`src/rtl/bist_sig_controller.sv`:
```
// BIST session sequencer: clears the MISR, runs it for a programmed number of cycles,
// then compares the signature against a golden value. Define BIST_SIG_CAPTURE_EN to add the sig_out capture register.
module bist_sig_controller #(
    parameter int N     = 120,
    parameter int CNT_W = 16
) (
    input  logic             clk,
    input  logic             reset,
    input  logic             start,
    input  logic [CNT_W-1:0] pattern_count,
    input  logic [N:0]       golden_sig,
    input  logic [N:0]       misr_q,
    output logic             misr_reset,
    output logic             misr_enable,
    output logic             pgen_enable,
    output logic             busy,
    output logic             done,
    output logic             pass,
    output logic [N:0]       sig_out
);

    typedef enum logic [2:0] {
        S_IDLE,
        S_CLR,
        S_RUN,
        S_SETTLE,
        S_CMP,
        S_DONE
    } state_t;

    state_t           r_state;
    logic [CNT_W-1:0] r_count;
    logic             r_misr_reset;
    logic             r_run_en;
    logic             r_busy;
    logic             r_done;
    logic             r_pass;

    logic w_accept;
    logic w_match;

    assign w_accept = start && ((r_state == S_IDLE) || (r_state == S_DONE));
    assign w_match  = (misr_q == golden_sig);

    // NOTE: state lives in flops assigned with <= only; the asynchronous reset also
    // drops misr_enable immediately, which is the only non-clocked enable change.
    always_ff @(posedge clk or negedge reset) begin
        if (!reset) begin
            r_state      <= S_IDLE;
            r_count      <= '0;
            r_misr_reset <= 1'b0;
            r_run_en     <= 1'b0;
            r_busy       <= 1'b0;
            r_done       <= 1'b0;
            r_pass       <= 1'b0;
        end else begin
            r_misr_reset <= 1'b0;
            case (r_state)
                S_IDLE, S_DONE: begin
                    if (w_accept) begin
                        r_state <= S_CLR;
                        r_count <= pattern_count;
                        r_busy  <= 1'b1;
                        r_done  <= 1'b0;
                        r_pass  <= 1'b0;
                    end
                end
                S_CLR: begin
                    r_misr_reset <= 1'b1;
                    r_state      <= (r_count != '0) ? S_RUN : S_SETTLE;
                end
                S_RUN: begin
                    // One enabled cycle per remaining pattern; the edge after the last drops the enables.
                    if (r_count != '0) begin
                        r_run_en <= 1'b1;
                        r_count  <= r_count - CNT_W'(1);
                    end else begin
                        r_run_en <= 1'b0;
                        r_state  <= S_SETTLE;
                    end
                end
                S_SETTLE: begin
                    r_state <= S_CMP;
                end
                S_CMP: begin
                    r_pass  <= w_match;
                    r_done  <= 1'b1;
                    r_busy  <= 1'b0;
                    r_state <= S_DONE;
                end
                default: begin
                    r_state <= S_IDLE;
                end
            endcase
        end
    end

    assign misr_reset  = r_misr_reset;
    assign misr_enable = r_run_en;
    assign pgen_enable = r_run_en;
    assign busy        = r_busy;
    assign done        = r_done;
    assign pass        = r_pass;

`ifdef BIST_SIG_CAPTURE_EN
    logic [N:0] r_sig;

    always_ff @(posedge clk or negedge reset) begin
        if (!reset) begin
            r_sig <= '0;
        end else if (w_accept) begin
            r_sig <= '0;
        end else if (r_state == S_CMP) begin
            r_sig <= misr_q;
        end
    end

    assign sig_out = r_sig;
`else
    assign sig_out = '0;
`endif

endmodule
```
`config.mk`:
```
export PLATFORM = sky130hd
export DESIGN_NAME = bist_sig_controller
export DESIGN_NICKNAME = d
export VERILOG_FILES = /design/src/rtl/bist_sig_controller.sv
export SDC_FILE = /design/constraint.sdc
export NUM_CORES = 1
export LEC_CHECK = 0
export ABC_AREA = 1
export BUFFER_PORTS_ARGS = -buffer_cell sky130_fd_sc_hd__buf_2
export CORE_AREA = 2 2 151 153
export CTS_BUF_LIST = sky130_fd_sc_hd__clkbuf_8
export CTS_CLUSTER_DIAMETER = 120
export CTS_CLUSTER_SIZE = 8
export DETAILED_ROUTE_END_ITERATION = 10
export DIE_AREA = 0 0 153 155
export PLACE_DENSITY = 0.55
export SETUP_SLACK_MARGIN = 0.05
export SYNTH_ARGS = -nofsm -noshare
export SYNTH_HDL_FRONTEND = slang
export SYNTH_SLANG_ARGS = --single-unit
```
`constraint.sdc`:
```
create_clock -name clk -period 1.89 [get_ports clk]
set_input_delay 0.378 -clock clk [delete_from_list [all_inputs] [get_ports clk]]
set_output_delay 0.378 -clock clk [all_outputs]
set_load 0.01 [all_outputs]
```
* Word-level counts from Yosys, hierarchy flattened
Cells that the tools add are included.
** Word-level totals
- Output and inout bits :: 127
- Register bits after elaboration :: 24
- Bits of input ports :: 261
** Operators by class
- Add/subtract/negate cells :: 1
- Muxes and demuxes :: 14
- Reductions and logical operators :: 10
- Equality and inequality tests :: 9
** Operators by type and width (count)
- $eq 121x121->1 :: 1
- $mux 16 :: 2
- $pmux 16 s2 :: 1
- $reduce_bool 16->1 :: 1
- $sub 16x1->16 const B :: 1
- $pmux 3 s5 :: 1
- $eq 3x2->1 const B :: 2
- $eq 3x3->1 const B :: 2
- $mux 3 :: 2
- $ne 2x2->1 const B :: 3
- $pmux 1 s2 :: 3
- $mux 1 :: 5
- $reduce_and 2->1 :: 2
- $reduce_bool 2->1 :: 2
- $eq 3x1->1 const B :: 1
- $logic_not 3->1 :: 1
- $reduce_and 3->1 :: 1
- $reduce_or 2->1 :: 1
- $logic_and 1x1->1 :: 1
- $logic_or 1x1->1 :: 1

* Depth between registers and ports, before layout
- Depth in word-level cells :: 5
- Gate-level depth with buffers :: 12
- Depth with buffers taken out :: 12

* Least setup slack after synthesis
OpenSTA, ideal clock, no wires.
- Path type :: reg-to-reg
- Start :: register r_count[0]
- End :: register r_count[1]
- Path slack :: 0.390 ns
- Arrival :: 1.375 ns
- Period minus slack after synthesis :: 1.500 ns
- Stages on the path, launching flop included :: 11
- Data required time :: 1.765 ns
- Library setup time :: 0.125 ns
- Cells stage by stage :: dfrtp_1 inv_1 ha_1 nand3_2 nor2_2 nand4_2 nand2_2 nand2_4 buf_6 o211ai_2 o21ai_1
** On the way
- Cells in the longest elaborated chain, start to end :: 3
- Elaborated cells on any way between the ends :: 6
** Ends and longest elaborated chain
- start: declaration :: RTL line 32 : logic [CNT_W-1:0] r_count;
- start signal: assignment :: RTL line 62 : r_count <= pattern_count;
- start signal: assignment :: RTL line 76 : r_count <= r_count - CNT_W'(1);
- $sub 16x1->16 / $reduce_bool 16->1 (equally long branches) :: RTL line 76, 74
- $mux 16 / $ne 2x2->1 (equally long branches)
- $pmux 16 s2 / $reduce_and 3->1 (equally long branches)
Parallel ways exist; a longest one is shown, timed or not. The select of a mux whose other input is x is not followed.
A chain may end at the register's enable or synchronous reset.

* Worst setup path in the final report
- Start :: register r_count[0]
- End :: register r_count[13]
The elaborated chain is that of the path after synthesis.

==> run summary <==
• outcome: completed
• mapped cell area: 4180 um^2
• Crit path buffers/inverters: 1
• crit-path leading delay family: simple AND/OR/NAND/NOR gates
• final hold slack: 0.09282 ns
• number of primary I/O pins: 388
• Setup Fix Bufs, Post-CTS: 0
• Pre-Repair DR Iteration Count: 4
• most frequent cell after synthesis: sky130_fd_sc_hd__nand2_1
• number of gates on the worst path with buffers counted: 9
• crit path capture type: flip-flop
• slew at the pin closest to its max-slew limit: 0.5884 ns
• count of filler cells inserted in the layout: 2,541
• ordered cell list for the critical path: inv_1 -> ha_2 -> nand3_2 -> nor2_2 -> nand4_2 -> nand2_4 -> nand2_8 -> o21ai_0 -> o21ai_1
• routed length per instance: 10.06 um
• required time of the critical path: 2.06 ns
• Post-Route Skew: 0.004906 ns
• Die Span X: 153 um
• RSZ-0062 raised after global routing: true
• maximum number of buffers from clock root to sink: 2
• largest driver fanout on the critical path: 24
• fraction of layout cells with a size suffix above 1: 31.52%
• number of distinct library cell variants in the gate-level netlist after synthesis: 32
• Async SR Flop Fraction: 100.0%
• Post-Layout Cell Count: 1,224
• antenna violations before repair: 0
• final WL: 12.32 mm
• via/cell ratio: 3.493
• top flip-flop cell by instance count after synthesis: sky130_fd_sc_hd__dfrtp_1
• Avg Cell Area, Syn: 6.211 um^2
• Buffers on Ports: 266
• Remaining Overflow, GRT: 0
• power density of the placed cells: 679.0 nW/um^2
• placer's final routability congestion estimate: 0.7744
• clock slew seen by the registers of the worst setup and hold paths: 0.09 ns
• sequential cell area: 600.6 um^2
• post-layout net count: 1,202
• total clock buffers created by CTS: 3
• number of instances in the synthesized netlist: 673
• crit-path max cell delay: 0.38 ns
• top cells by instance count after synthesis: sky130_fd_sc_hd__nand2_1 (218), sky130_fd_sc_hd__buf_4 (122), sky130_fd_sc_hd__xnor2_1 (91), sky130_fd_sc_hd__inv_1 (73), sky130_fd_sc_hd__nor2_1 (66)
• worst flop-to-flop path startpoint: r_count[0]$_DFFE_PN0P_
• post-synth top area cell: sky130_fd_sc_hd__buf_4
• startpoint type of the worst setup path: flip-flop
• Worst Setup EP: r_count[13]$_DFFE_PN0P_
• drc violations: 0
• path type of the worst min-delay path: in -> async
• Area contributors post-synth: sky130_fd_sc_hd__buf_4 (22%), sky130_fd_sc_hd__nand2_1 (20%), sky130_fd_sc_hd__xnor2_1 (19%)
• vias after detailed routing: 4,276
• share of the core filled with cells in the final layout: 24.60%
• count of flip-flops with a built-in enable after synthesis: 0
• vias in the first global route: 3,940
• Global Route Usage Sum: 9.494%
• worst reg2reg setup slack: 0.25 ns
• cell with the biggest individual delay on the critical path: sky130_fd_sc_hd__dfrtp_1
• Worst Slack Setup Final: 0.2534 ns
• CTS root buf: sky130_fd_sc_hd__clkbuf_8
• worst slew slack as a fraction of its limit: 60.77%
• share of the clock period used by the worst path after layout: 86.59%
• die boundary height: 155 um
• Lkg Pwr: 3.087 nW
• synthesis warning total: 0
• initial core utilization: 18.81%
• clock insertion delay at the later pin of the skew report: 0.28 ns
• core region area: 22,230 um^2
• MaxCap Viol Count: 0
• capture instance of the worst register-to-register path: r_count[13]$_DFFE_PN0P_
• shortest clock period the worst path allows after layout: 1.637 ns
• Highest Clock Rate: 611.0 MHz
• number of rows created at floorplan: 55
• post-detailed-placement half-perimeter wirelength: 11.36 mm
• share of the yosys chip area belonging to registers: 14.37%
• setup violators final: 0
• Cells after DPL: 1,220
• Clock Sinks: 24
• DRT iter0 DRCs: 107
• Final Hold Vio Count: 0
• pin count of the biggest net entering global routing: 25
• path type of the worst setup path: reg -> reg
• critical path arrival: 1.81 ns
• Final Max Slew Viols: 0
• CTS tree: yes
• area of the die: 23,720 um^2
• startpoint of the most critical setup path: r_count[0]$_DFFE_PN0P_
• global-route wire length before repair: 18.31 mm
• Syn-to-layout area delta: 30.83%
• number of routed nets with antenna violations: 0
• area occupied by multi-input gates: 2818 um^2
• FF+latch count, synth: 24
• worst reg2reg path depth: 9
• area fraction of the dominant cell type after synthesis: 21.91%
• worst setup slack after placement: -0.01114 ns
• maximum ir drop on the vdd rail: 0.5161 mV
• CTS HTree Levels: 1
• Antenna diodes: 0
[worst register-to-register path: cells and delay by family (launching register included)]
kind                       cells  cell delay [ns]
and+or+nand+nor                5             0.64
DFF                            1             0.38
AOI/OAI and AO/OA              2             0.21
adders and majority gates      1             0.21
buffers and inverters          1             0.09
[state kept, by name, summed over array words and instances, names as in the netlist]
name	flops
r_state	3
pass	1
busy	1
r_count	16
done	1
misr_reset	1
misr_enable	1
[worst min path at each step]
stage / start / to / slack, ns / cells past startpoint
6_report: reset / r_count[2]$_DFFE_PN0P_ / 0.09 / 1
5_1_grt: reset / misr_enable$_DFFE_PN0N_ / 0.15 / 1
4_1_cts: reset / r_count[2]$_DFFE_PN0P_ / 0.12 / 1
3_5_place_dp: reset / r_count[5]$_DFFE_PN0P_ / 0.44 / 1
3_3_place_gp: reset / r_count[5]$_DFFE_PN0P_ / 0.43 / 1
2_1_floorplan: reset / busy$_DFFE_PN0P_ / 0.08 / 0
[report_power, final]
part | switching (W) | total (W) | internal (W)
logic | 0.00140 | 0.00233 | 0.000929
clock network | 0.000186 | 0.000373 | 0.000187
registers | 0.000250 | 0.00102 | 0.000765
total | 0.00183 | 0.00371 | 0.00188
[per-stage QoR]
| stage | TNS (ns) | cell area (um^2) | total power (W) |
|---|---|---|---|
| 2_1_floorplan | 0 | 4631 | 0.002782 |
| 3_3_place_gp | -0.01393 | 5388 | 0.003308 |
| 3_5_place_dp | -0.01114 | 5388 | 0.003334 |
| 4_1_cts | 0 | 5448 | 0.003728 |
| 5_1_grt | 0 | 5469 | 0.004146 |
| 6_report | 0 | 5469 | 0.003714 |
[logic make-up after synthesis]
kind of cell    share of synthesized area (%)
compound gates                          5.358
flops                                   14.37
xor+xnor                                20.95
buf+inv                                 29.63
simple gates                            29.30
other cells                           0.08971
fa+ha+maj                              0.2993
[area by class of cell]
cell class	count	area share [%]
clock buffers	4	1.007
inverters	76	5.216
multi-input cells	566	51.52
flip-flops and latches	24	10.98
well taps	285	6.520
repair buffers	269	24.75
[metal layers]
metal / global-route usage (%) / share of wire (%) / vias to the layer above
met4: 1.675 / 0.83 / 0
li1: - / - / 2300
met3: 1.783 / 7.1 / 9
met1: 11.03 / 40 / 1785
met2: 18.24 / 52 / 182
met5: 0 / 0 / -
[timing repair]
action / CTS / global route
setup endpoints to repair: 1 / 6
pin swaps: 0 / 0
resized for setup: 1 / 5
hold buffers: 0 / 0
endpoints found under the hold margin: 0 / 0
[placed cells by master, fill, tap and decap left out, drive strengths merged]
| cell type | count |
|---|---|
| buf | 269 |
| nand2 | 222 |
| conb | 121 |
| xnor2 | 91 |
| inv | 76 |
| nor2 | 70 |
| o21ai | 29 |
| dfrtp | 24 |
| xor2 | 9 |
| nand3 | 7 |
| nand4 | 5 |
| clkbuf | 4 |
| o211ai | 3 |
| nor3 | 2 |
| o31ai | 2 |
| a21boi | 1 |
| nor4 | 1 |
| a22oi | 1 |
| a21oi | 1 |
| ha | 1 |
Note: power is estimated with default switching activity, not from simulation.
